$ cat config.mk
export PLATFORM = sky130hd
export DESIGN_NAME = text_pixel_pipe
export DESIGN_NICKNAME = d
export VERILOG_FILES = /design/src/rtl/text_pixel_pipe.sv
export SDC_FILE = /design/constraint.sdc
export NUM_CORES = 1
export LEC_CHECK = 0
export CORE_ASPECT_RATIO = 1.4
export CORE_MARGIN = 2
export CORE_UTILIZATION = 37
export DETAILED_ROUTE_END_ITERATION = 12
export MAX_ROUTING_LAYER = met4
export PLACE_DENSITY_LB_ADDON = 0.25
export SYNTH_ARGS = -nofsm -noshare
export SYNTH_HDL_FRONTEND = slang
export SYNTH_SLANG_ARGS = --single-unit
$ cat constraint.sdc
create_clock -name clk -period 3.1 [get_ports clk]
set_input_delay 0.62 -clock clk [delete_from_list [all_inputs] [get_ports clk]]
set_output_delay 0.62 -clock clk [all_outputs]
set_load 0.01 [all_outputs]
$ cat src/rtl/text_pixel_pipe.sv
// text_pixel_pipe: text-mode pixel pipeline in front of the font glyph ROM.
// Turns timing-generator coordinates into a text RAM address, hands the
// character code and cell line to the font ROM, serialises the returned
// glyph row into a 1-bit pixel stream with a blinking underline cursor, and
// delays active/hsync/vsync by the same three cycles as the pixel path.
module text_pixel_pipe #(
  parameter int COLS            = 80,
  parameter int BLINK_BIT       = 5,
  parameter int SYNC_ACTIVE_LOW = 1
) (
  input  logic        clk,
  input  logic        rst,
  input  logic [9:0]  x,
  input  logic [9:0]  y,
  input  logic        active_in,
  input  logic        hsync_in,
  input  logic        vsync_in,
  output logic [11:0] text_addr,
  input  logic [7:0]  text_data,
  output logic [7:0]  glyph,
  output logic [3:0]  glyph_y,
  input  logic [7:0]  row,
  input  logic        cursor_en,
  input  logic [6:0]  cursor_col,
  input  logic [4:0]  cursor_row,
  output logic        pixel,
  output logic        active_out,
  output logic        hsync_out,
  output logic        vsync_out
);

  // Idle (deasserted) level of the sync signals.
  localparam logic SYNC_IDLE = (SYNC_ACTIVE_LOW != 0);
  localparam logic [11:0] COLS_W = 12'(COLS);

  logic [6:0]  w_col;
  logic [4:0]  w_crow;
  logic [11:0] w_text_addr;
  logic        w_cur_hit;
  logic        w_vs_assert;
  logic        w_blink;
  logic        w_unused_y9;

  // Stage 1 registers
  logic [2:0]  r_px_p1;
  logic        r_cur_p1;
  logic [3:0]  r_gy_p1;
  logic        r_act_p1;
  logic        r_hs_p1;
  logic        r_vs_p1;

  // Stage 2 registers
  logic [2:0]  r_px_p2;
  logic        r_cur_p2;
  logic        r_act_p2;
  logic        r_hs_p2;
  logic        r_vs_p2;

  // Output registers
  logic        r_pixel;
  logic        r_act_p3;
  logic        r_hs_p3;
  logic        r_vs_p3;

  // Blink state
  logic        r_vs_prev;
  logic [5:0]  r_frame_cnt;

  assign w_col       = x[9:3];
  assign w_crow      = y[8:4];
  // Line bit 9 never selects a text row in a 480-line frame.
  assign w_unused_y9 = y[9];

  // Row base is crow*COLS; the 80-column case reduces to two shifts.
  generate
    if (COLS == 80) begin : g_addr80
      assign w_text_addr = {1'b0, w_crow, 6'b0} + {3'b0, w_crow, 4'b0} + {5'b0, w_col};
    end else begin : g_addr_gen
      assign w_text_addr = ({7'd0, w_crow} * COLS_W) + {5'b0, w_col};
    end
  endgenerate

  // Underline cursor occupies the bottom two lines (14, 15) of its cell.
  assign w_cur_hit = cursor_en && (w_col == cursor_col) && (w_crow == cursor_row)
                     && (y[3:0] >= 4'd14);

  // Assertion edge of vsync: idle level last cycle, active level now.
  assign w_vs_assert = (r_vs_prev == SYNC_IDLE) && (vsync_in != SYNC_IDLE);
  assign w_blink     = r_frame_cnt[BLINK_BIT];

  assign text_addr  = w_text_addr;
  assign glyph      = text_data;
  assign glyph_y    = r_gy_p1;
  assign pixel      = r_pixel;
  assign active_out = r_act_p3;
  assign hsync_out  = r_hs_p3;
  assign vsync_out  = r_vs_p3;

  // Stage 1: capture pixel phase, cursor hit, cell line and control in step with the RAM read.
  always_ff @(posedge clk) begin
    if (rst) begin
      r_px_p1  <= 3'd0;
      r_cur_p1 <= 1'b0;
      r_gy_p1  <= 4'd0;
      r_act_p1 <= 1'b0;
      r_hs_p1  <= SYNC_IDLE;
      r_vs_p1  <= SYNC_IDLE;
    end else begin
      r_px_p1  <= x[2:0];
      r_cur_p1 <= w_cur_hit;
      r_gy_p1  <= y[3:0];
      r_act_p1 <= active_in;
      r_hs_p1  <= hsync_in;
      r_vs_p1  <= vsync_in;
    end
  end

  // Stage 2: carry side information alongside the font ROM read.
  always_ff @(posedge clk) begin
    if (rst) begin
      r_px_p2  <= 3'd0;
      r_cur_p2 <= 1'b0;
      r_act_p2 <= 1'b0;
      r_hs_p2  <= SYNC_IDLE;
      r_vs_p2  <= SYNC_IDLE;
    end else begin
      r_px_p2  <= r_px_p1;
      r_cur_p2 <= r_cur_p1;
      r_act_p2 <= r_act_p1;
      r_hs_p2  <= r_hs_p1;
      r_vs_p2  <= r_vs_p1;
    end
  end

  // Output stage: select the glyph bit (bit 0 = leftmost), apply cursor XOR, blank outside the visible area.
  always_ff @(posedge clk) begin
    if (rst) begin
      r_pixel  <= 1'b0;
      r_act_p3 <= 1'b0;
      r_hs_p3  <= SYNC_IDLE;
      r_vs_p3  <= SYNC_IDLE;
    end else begin
      r_pixel  <= r_act_p2 & (row[r_px_p2] ^ (r_cur_p2 & w_blink));
      r_act_p3 <= r_act_p2;
      r_hs_p3  <= r_hs_p2;
      r_vs_p3  <= r_vs_p2;
    end
  end

  // Frame counter advances on each vsync assertion; its selected bit is the blink phase.
  always_ff @(posedge clk) begin
    if (rst) begin
      r_vs_prev   <= SYNC_IDLE;
      r_frame_cnt <= 6'd0;
    end else begin
      r_vs_prev <= vsync_in;
      if (w_vs_assert) begin
        r_frame_cnt <= r_frame_cnt + 6'd1;
      end
    end
  end

endmodule

==> key figures, run 1 <==
Synthesis
  – Synth Area in XOR/XNOR: 13.8%
  – Synth unique cells: 22
  – Synthesized area: 0.00140 mm2
  – Synth area leaders: dfxtp_1, xnor2_1, ha_1
  – Synth Instances: ~140
  – Post-Synth Simple-Gate Area: 17.5%
  – Compound-Gate Fraction of Synth Area: under 10%
  – YS warnings: 0
  – Post-Synth Adder-Cell Area: 11.8%
  – Synth top area share: 40.1%
  – Fraction of synthesized area in multiplexers: around 5.2%
  – Flops & latches, synth: 28
  – Post-synthesis area per instance: approximately 10 um2
  – Seq/Total Area, Yosys: approximately 40%
  – Main combinational cell family by area after synthesis: simple AND/OR/NAND/NOR gates
  – Synth Net Count: 203
  – Yosys top cell by area: dfxtp_1

Setup path
  – Critical path class: input port to output port
  – Crit path capture type: output port
  – Reg2Reg Depth: 4
  – Worst EP arrival: between 2 and 2.5 ns
  – CP startpoint kind: input port
  – Crit-path max FO: 4
  – Critical path data required time: roughly 2.5 ns

STA
  – Final hold vios: 0
  – Period utilization: 98.2%
  – RSZ-0062 raised after global routing: yes
  – # setup viols final: 0
  – Worst rel slew slack: 69.1%
  – Clock skew: around 0.0055 ns
  – Fin worst setup slack: 0.0570 ns
  – Worst slew pin tran: 0.463 ns
  – Fmax: 329 MHz
  – Crit path time final: 3.04 ns
  – Final Slew Violations: 0

Global routing
  – Total gr overflow: 0
  – Gr usage total: 15.2%
  – Largest net degree at the start of global routing: 16
  – Number of global-route vias before repair: 1231
  – First-pass GRT wire length: 5.14 mm
  – Initial antenna violation count: 0

Floorplan
  – Die area: 0.00429 mm2
  – Die Y-Extent: ~77 um
  – Die Wd: 55.9 um
  – Initial Utilization: 38.4%
  – Core ar.: 0.00364 mm2
  – # rows: 26
  – I/O pins: between 80 and 90

Clock tree
  – Skew-Pair Late Insertion Delay: 0.26 ns
  – CTS root buf: clkbuf_8
  – Clock Pin Slew Worst Setup and Hold Paths: 0.08 ns
  – TritonCTS Buffers: 3
  – Post-CTS Setup Bufs: 0
  – CTS Hold Bufs: 0
  – TritonCTS Sinks: 28
  – Max clock buf depth: 2
  – # H-tree levels: 1
  – CTS tree: done

Power and ir drop
  – Combinational fraction of design power: 29.7%
  – Peak VDD IR: 344 uV
  – Pwr dens: 385 mW/mm2
  – Sequential power share: 45.1%
  – Psw: about 200 uW
  – Tot Pwr: 839 uW
  – Clock share of power: 25.1%
  – Pleak: 0.876 nW
  – Total internal power: 638 uW
  – Sw Ratio: 23.9%

Drt
  – Total wire length: 3.03 mm
  – Starting DRC count in detailed routing: 4
  – Drc violations: 0
  – Via count: 1143
  – Vias per inst: between 4 and 5
  – Routed length per instance: 12.4 um
  – Pre-antenna DRT Iters: 4
  – Routed Antenna Nets: 0

Finish
  – Layout cells sized above 1: 19.8%
  – Post-route cell area: between 0.002 and 0.0025 mm2
  – Fin nets: 269
  – Fin util: about 60%
  – Non-Filler Instances: 244
  – Most frequent cells in the layout: clkdlybuf4s50_1, dfxtp_1, nor2b_1, xnor2_1, buf_4
  – # diodes: 0
  – Most common cell after layout, fill and taps aside: clkdlybuf4s50_1
  – Syn-to-layout area delta: 55.8%

Place
  – Placer Congestion: 0.739
  – DP Area: 0.00208 mm2
  – I/O Buffers: 64
  – Hpwl dp: 2.54 mm
  – Placement Setup Slack: -0.863 ns
  – Placed Cells: 240

Min path
  – Worst Hold Depth: 1
  – Hold crit path type: register to register

Outcome
  – Outcome: completed

Run
  – MaxCap Viol Count: 0
## power by group through the flow
stage          Clock [mW]  Combinational (mW)  Sequential (mW)
2_1_floorplan           0               0.115            0.388
3_3_place_gp            0               0.243            0.387
3_5_place_dp            0               0.248            0.387
4_1_cts             0.221               0.250            0.379
5_1_grt             0.234               0.273            0.380
6_report            0.211               0.249            0.379
## synthesized netlist by cell type
library cell and number:
a21o_1 1, fa_1 2, mux2i_1 2, a21oi_1 3
buf_4 12, and3_1 1, o211ai_1 1, nor2_1 7
o21a_1 1, clkbuf_1 3, xnor2_1 16, mux4_1 2
nand4_1 6, nand2_1 5, inv_1 6, nor2b_1 17
nor4_1 1, and2_1 1, dfxtp_1 28, ha_1 10
or2_2 6, xor2_1 6
## through the flow
| step | hold WS (ns) | setup TNS (ns) |
|---|---|---|
| 2_1_floorplan | 0.389 | 0 |
| 3_3_place_gp | 0.397 | -3.89 |
| 3_5_place_dp | 0.394 | -4.18 |
| 4_1_cts | 0.415 | 0 |
| 5_1_grt | 0.444 | -0.0349 |
| 6_report | 0.412 | 0 |
## logic make-up after synthesis
kind of cell / count (synthesis)
AND/OR/NAND/NOR: 44
flip-flops: 28
XOR/XNOR: 22
buffers and inverters: 21
adder cells (fa/ha/maj): 12
AO/OA/AOI/OAI: 6
multiplexers: 4
## sequential cells by signal, indices dropped and copies added (netlist names)
name / flops
r_frame_cnt: 6
glyph_y: 4
r_px_p1: 3
r_px_p2: 3
active_out: 1
hsync_out: 1
pixel: 1
r_act_p1: 1
r_act_p2: 1
r_cur_p1: 1
r_cur_p2: 1
r_hs_p1: 1
r_hs_p2: 1
r_vs_p2: 1
r_vs_prev: 1
vsync_out: 1
## worst max-delay path, stage by stage
cell	delay, ns
clkdlybuf4s50_1	0.45
ha_1	0.34
ha_4	0.30
nand2_1	0.06
o211ai_1	0.18
a21oi_1	0.11
xnor2_1	0.19
buf_2	0.16
## what timing repair did
| item | CTS | global route |
|---|---|---|
| hold endpoints to repair | 0 | 0 |
| resized for setup | 40 | 3 |
| pin swaps | 12 | 4 |
| endpoints found under the setup margin | 6 | 4 |
## metal layers
metal	wire (um)	global-route usage [%]
met3	224	3.71
met5	0	-
met4	48	5.24
met2	1620	27.9
met1	1140	15.6
## cell type report
type | count | area, um2
well taps | 42 | 52.6
inverters | 6 | 22.5
multi-input cells | 88 | 788
repair buffers | 76 | 698
clock buffers | 4 | 55.1
flip-flops and latches | 28 | 561
fillers | 328 | 1470
## worst paths after layout
path               from            end  slack, ns
max                y[7]  text_addr[10]       0.06
min             r_hs_p2      hsync_out       0.41
max reg2reg  r_px_p2[0]          pixel       1.61
min reg2reg     r_hs_p2      hsync_out       0.41
(Power assumes the default switching activity.)
==> run 2, diff against run 1 <==
--- a/config.mk
+++ b/config.mk
@@ -7,10 +7,10 @@
 export LEC_CHECK = 0
 export CORE_ASPECT_RATIO = 1.4
 export CORE_MARGIN = 2
-export CORE_UTILIZATION = 37
+export CORE_UTILIZATION = 25
 export DETAILED_ROUTE_END_ITERATION = 12
 export MAX_ROUTING_LAYER = met4
-export PLACE_DENSITY_LB_ADDON = 0.25
+export PLACE_DENSITY = 0.59
 export SYNTH_ARGS = -nofsm -noshare
 export SYNTH_HDL_FRONTEND = slang
 export SYNTH_SLANG_ARGS = --single-unit
==> run 2 against run 1 <==
Worst setup slack improved by 0.056 ns. Non-clock buffer count rose by 3. Critical path depth rose by 1. Global-route usage fell by 4.7 points. Register-to-register slack barely moved. Sequential power barely moved. Clock skew fell by 0.0041 ns. Combinational power barely moved. Highest routed layer unchanged.
==> key figures, run 2 (synthesized netlist as in run 1, its figures left out) <==
Drt
  – Met3 wire len: about 180 um
  – Vias per inst: 4.14
  – Pre-antenna DRT Iters: 2
  – Routed length per instance: 11.3 um
  – Met2 routed WL: 1.71 mm
  – Top Layer Used: met4
  – Drc violations: 0
  – Starting DRC count in detailed routing: 45
  – Routed Antenna Nets: 0
  – Total wire length: 3.09 mm
  – WL met1: 1.17 mm
  – Via count: between 1000 and 1500

Clock tree
  – TritonCTS Buffers: 3
  – Clock Pin Slew Worst Setup and Hold Paths: 0.09 ns
  – # H-tree levels: 1
  – Max clock buf depth: 2
  – CTS Hold Bufs: 0
  – CTS tree: done
  – CTS root buf: clkbuf_8
  – Skew-Pair Late Insertion Delay: 0.27 ns
  – TritonCTS Sinks: 28

Floorplan
  – Initial Utilization: 25.7%
  – I/O pins: 82
  – # rows: 32
  – Core ar.: 0.00545 mm2
  – Die area: 0.00621 mm2
  – Die Wd: 67.2 um
  – Die Y-Extent: about 90 um

Setup path
  – Crit-path max FO: 2
  – Worst r2r src: r_px_p2[0]
  – End of the critical path: text_addr[11]
  – Worst EP arrival: 2.37 ns
  – Critical path class: input port to output port
  – Critical path data required time: 2.48 ns
  – CP startpoint kind: input port
  – Reg-to-Reg End: pixel
  – Crit path capture type: output port
  – Flop2flop setup slack: 1.61 ns
  – Reg2Reg Depth: 4
  – CP Launch Point: x[8]

Place
  – Placed Cells: between 200 and 300
  – Placer Congestion: 0.733
  – I/O Buffers: 64
  – Hpwl dp: around 2.5 mm

Finish
  – Max FFs per register: 6
  – Largest register by flop count: r_frame_cnt
  – Syn-to-layout area delta: 58.0%
  – Fin util: roughly two fifths
  – Most common cell after layout, fill and taps aside: clkdlybuf4s50_1
  – # diodes: 0
  – Fin nets: 272
  – Non-Filler Instances: 273
  – Most frequent cells in the layout: clkdlybuf4s50_1, dfxtp_1, nor2b_1, xnor2_1, buf_4
  – Layout cells sized above 1: about a fifth

STA
  – RSZ-0062 raised after global routing: no
  – Crit path time final: 2.99 ns
  – Period utilization: 96.4%
  – Final hold vios: 0
  – Setup TNS Final: 0 ns
  – Worst rel slew slack: 68.2%
  – Clock skew: 0.00140 ns
  – # setup viols final: 0
  – Final Slew Violations: 0
  – Worst Hold Slack: about 0.42 ns
  – Fmax: roughly 330 MHz
  – Worst slew pin tran: 0.475 ns

Power and ir drop
  – Sw Ratio: between 20% and 30%
  – Combinational fraction of design power: 29.5%
  – Peak VDD IR: 170 uV
  – Total internal power: 640 uW
  – Psw: 207 uW
  – Pleak: 0.895 nW
  – Sequential power share: between 40 and 50%
  – Clock share of power: 25.9%
  – Pwr dens: 384 mW/mm2

Global routing
  – Largest net degree at the start of global routing: 16
  – Number of global-route vias before repair: ~1100
  – First-pass GRT wire length: 4.84 mm
  – Initial antenna violation count: 0
  – Gr usage total: 10.5%
  – Total gr overflow: 0

Min path
  – Hold crit path type: register to register
  – Worst Hold Depth: 1

Run
  – MaxCap Viol Count: 0

Outcome
  – Outcome: completed
[run 2: cell type report]
| cell class | instances | area (um2) |
|---|---|---|
| fill | 573 | 3240 |
| sequential | 28 | 561 |
| tap | 68 | 85.1 |
| multi-input combinational | 88 | 763 |
| inverter | 6 | 22.5 |
| timing repair buffer | 79 | 722 |
| clock buffer | 4 | 55.1 |
[run 2: worst min-delay path by stage]
stage                 start         to
floorplan           r_hs_p2  hsync_out
global placement    r_hs_p1    r_hs_p2
detailed placement  r_vs_p2  vsync_out
CTS                 r_vs_p2  vsync_out
global route        r_vs_p2  vsync_out
finish              r_vs_p2  vsync_out
[run 2: through the flow]
stage | worst slack (ns) | total power [mW] | cell area (um2)
floorplan | 0.185 | 0.503 | 1400
global placement | -0.799 | 0.638 | 2120
detailed placement | -0.834 | 0.640 | 2120
CTS | 0.000812 | 0.858 | 2190
global route | 0.0149 | 0.895 | 2210
finish | 0.113 | 0.847 | 2210
[run 2: timing repair]
action / in CTS / in global routing
cloned: 0 / 0
pin swaps: 8 / 5
setup buffers: 2 / 0
endpoints found under the hold margin: 0 / 0
gates resized for setup: 35 / 7
endpoints found under the setup margin: 6 / 4
[run 2: layer usage]
layer  track usage (%)  vias up
li1                  -      571
met1              10.6      517
met2              19.2       40
met3              1.70        2
met4              4.76        0
met5                 -        -
[run 2: worst max-delay path, stage by stage]
cell and delay (ns):
dlygate4sd2_1 0.27, ha_4 0.25, ha_4 0.16, fa_2 0.35
a21o_1 0.18, a21oi_2 0.17, nor2b_1 0.06, o21a_1 0.16
buf_2 0.13
[run 2: power groups by stage]
| stage | Combinational, mW | Clock (mW) | Sequential (mW) |
|---|---|---|---|
| 3_5_place_dp | 0.254 | 0 | 0.387 |
| 2_1_floorplan | 0.115 | 0 | 0.388 |
| 4_1_cts | 0.249 | 0.231 | 0.378 |
| 6_report | 0.250 | 0.219 | 0.378 |
| 3_3_place_gp | 0.251 | 0 | 0.386 |
| 5_1_grt | 0.273 | 0.242 | 0.380 |
==> run 3, diff against run 2 <==
--- a/config.mk
+++ b/config.mk
@@ -8,6 +8,7 @@
 export CORE_ASPECT_RATIO = 1.4
 export CORE_MARGIN = 2
 export CORE_UTILIZATION = 25
+export CTS_CLUSTER_SIZE = 14
 export DETAILED_ROUTE_END_ITERATION = 12
 export MAX_ROUTING_LAYER = met4
 export PLACE_DENSITY = 0.59
==> results of run 3 <==
The final DEF is identical to that of run 2; final timing and power are the same.
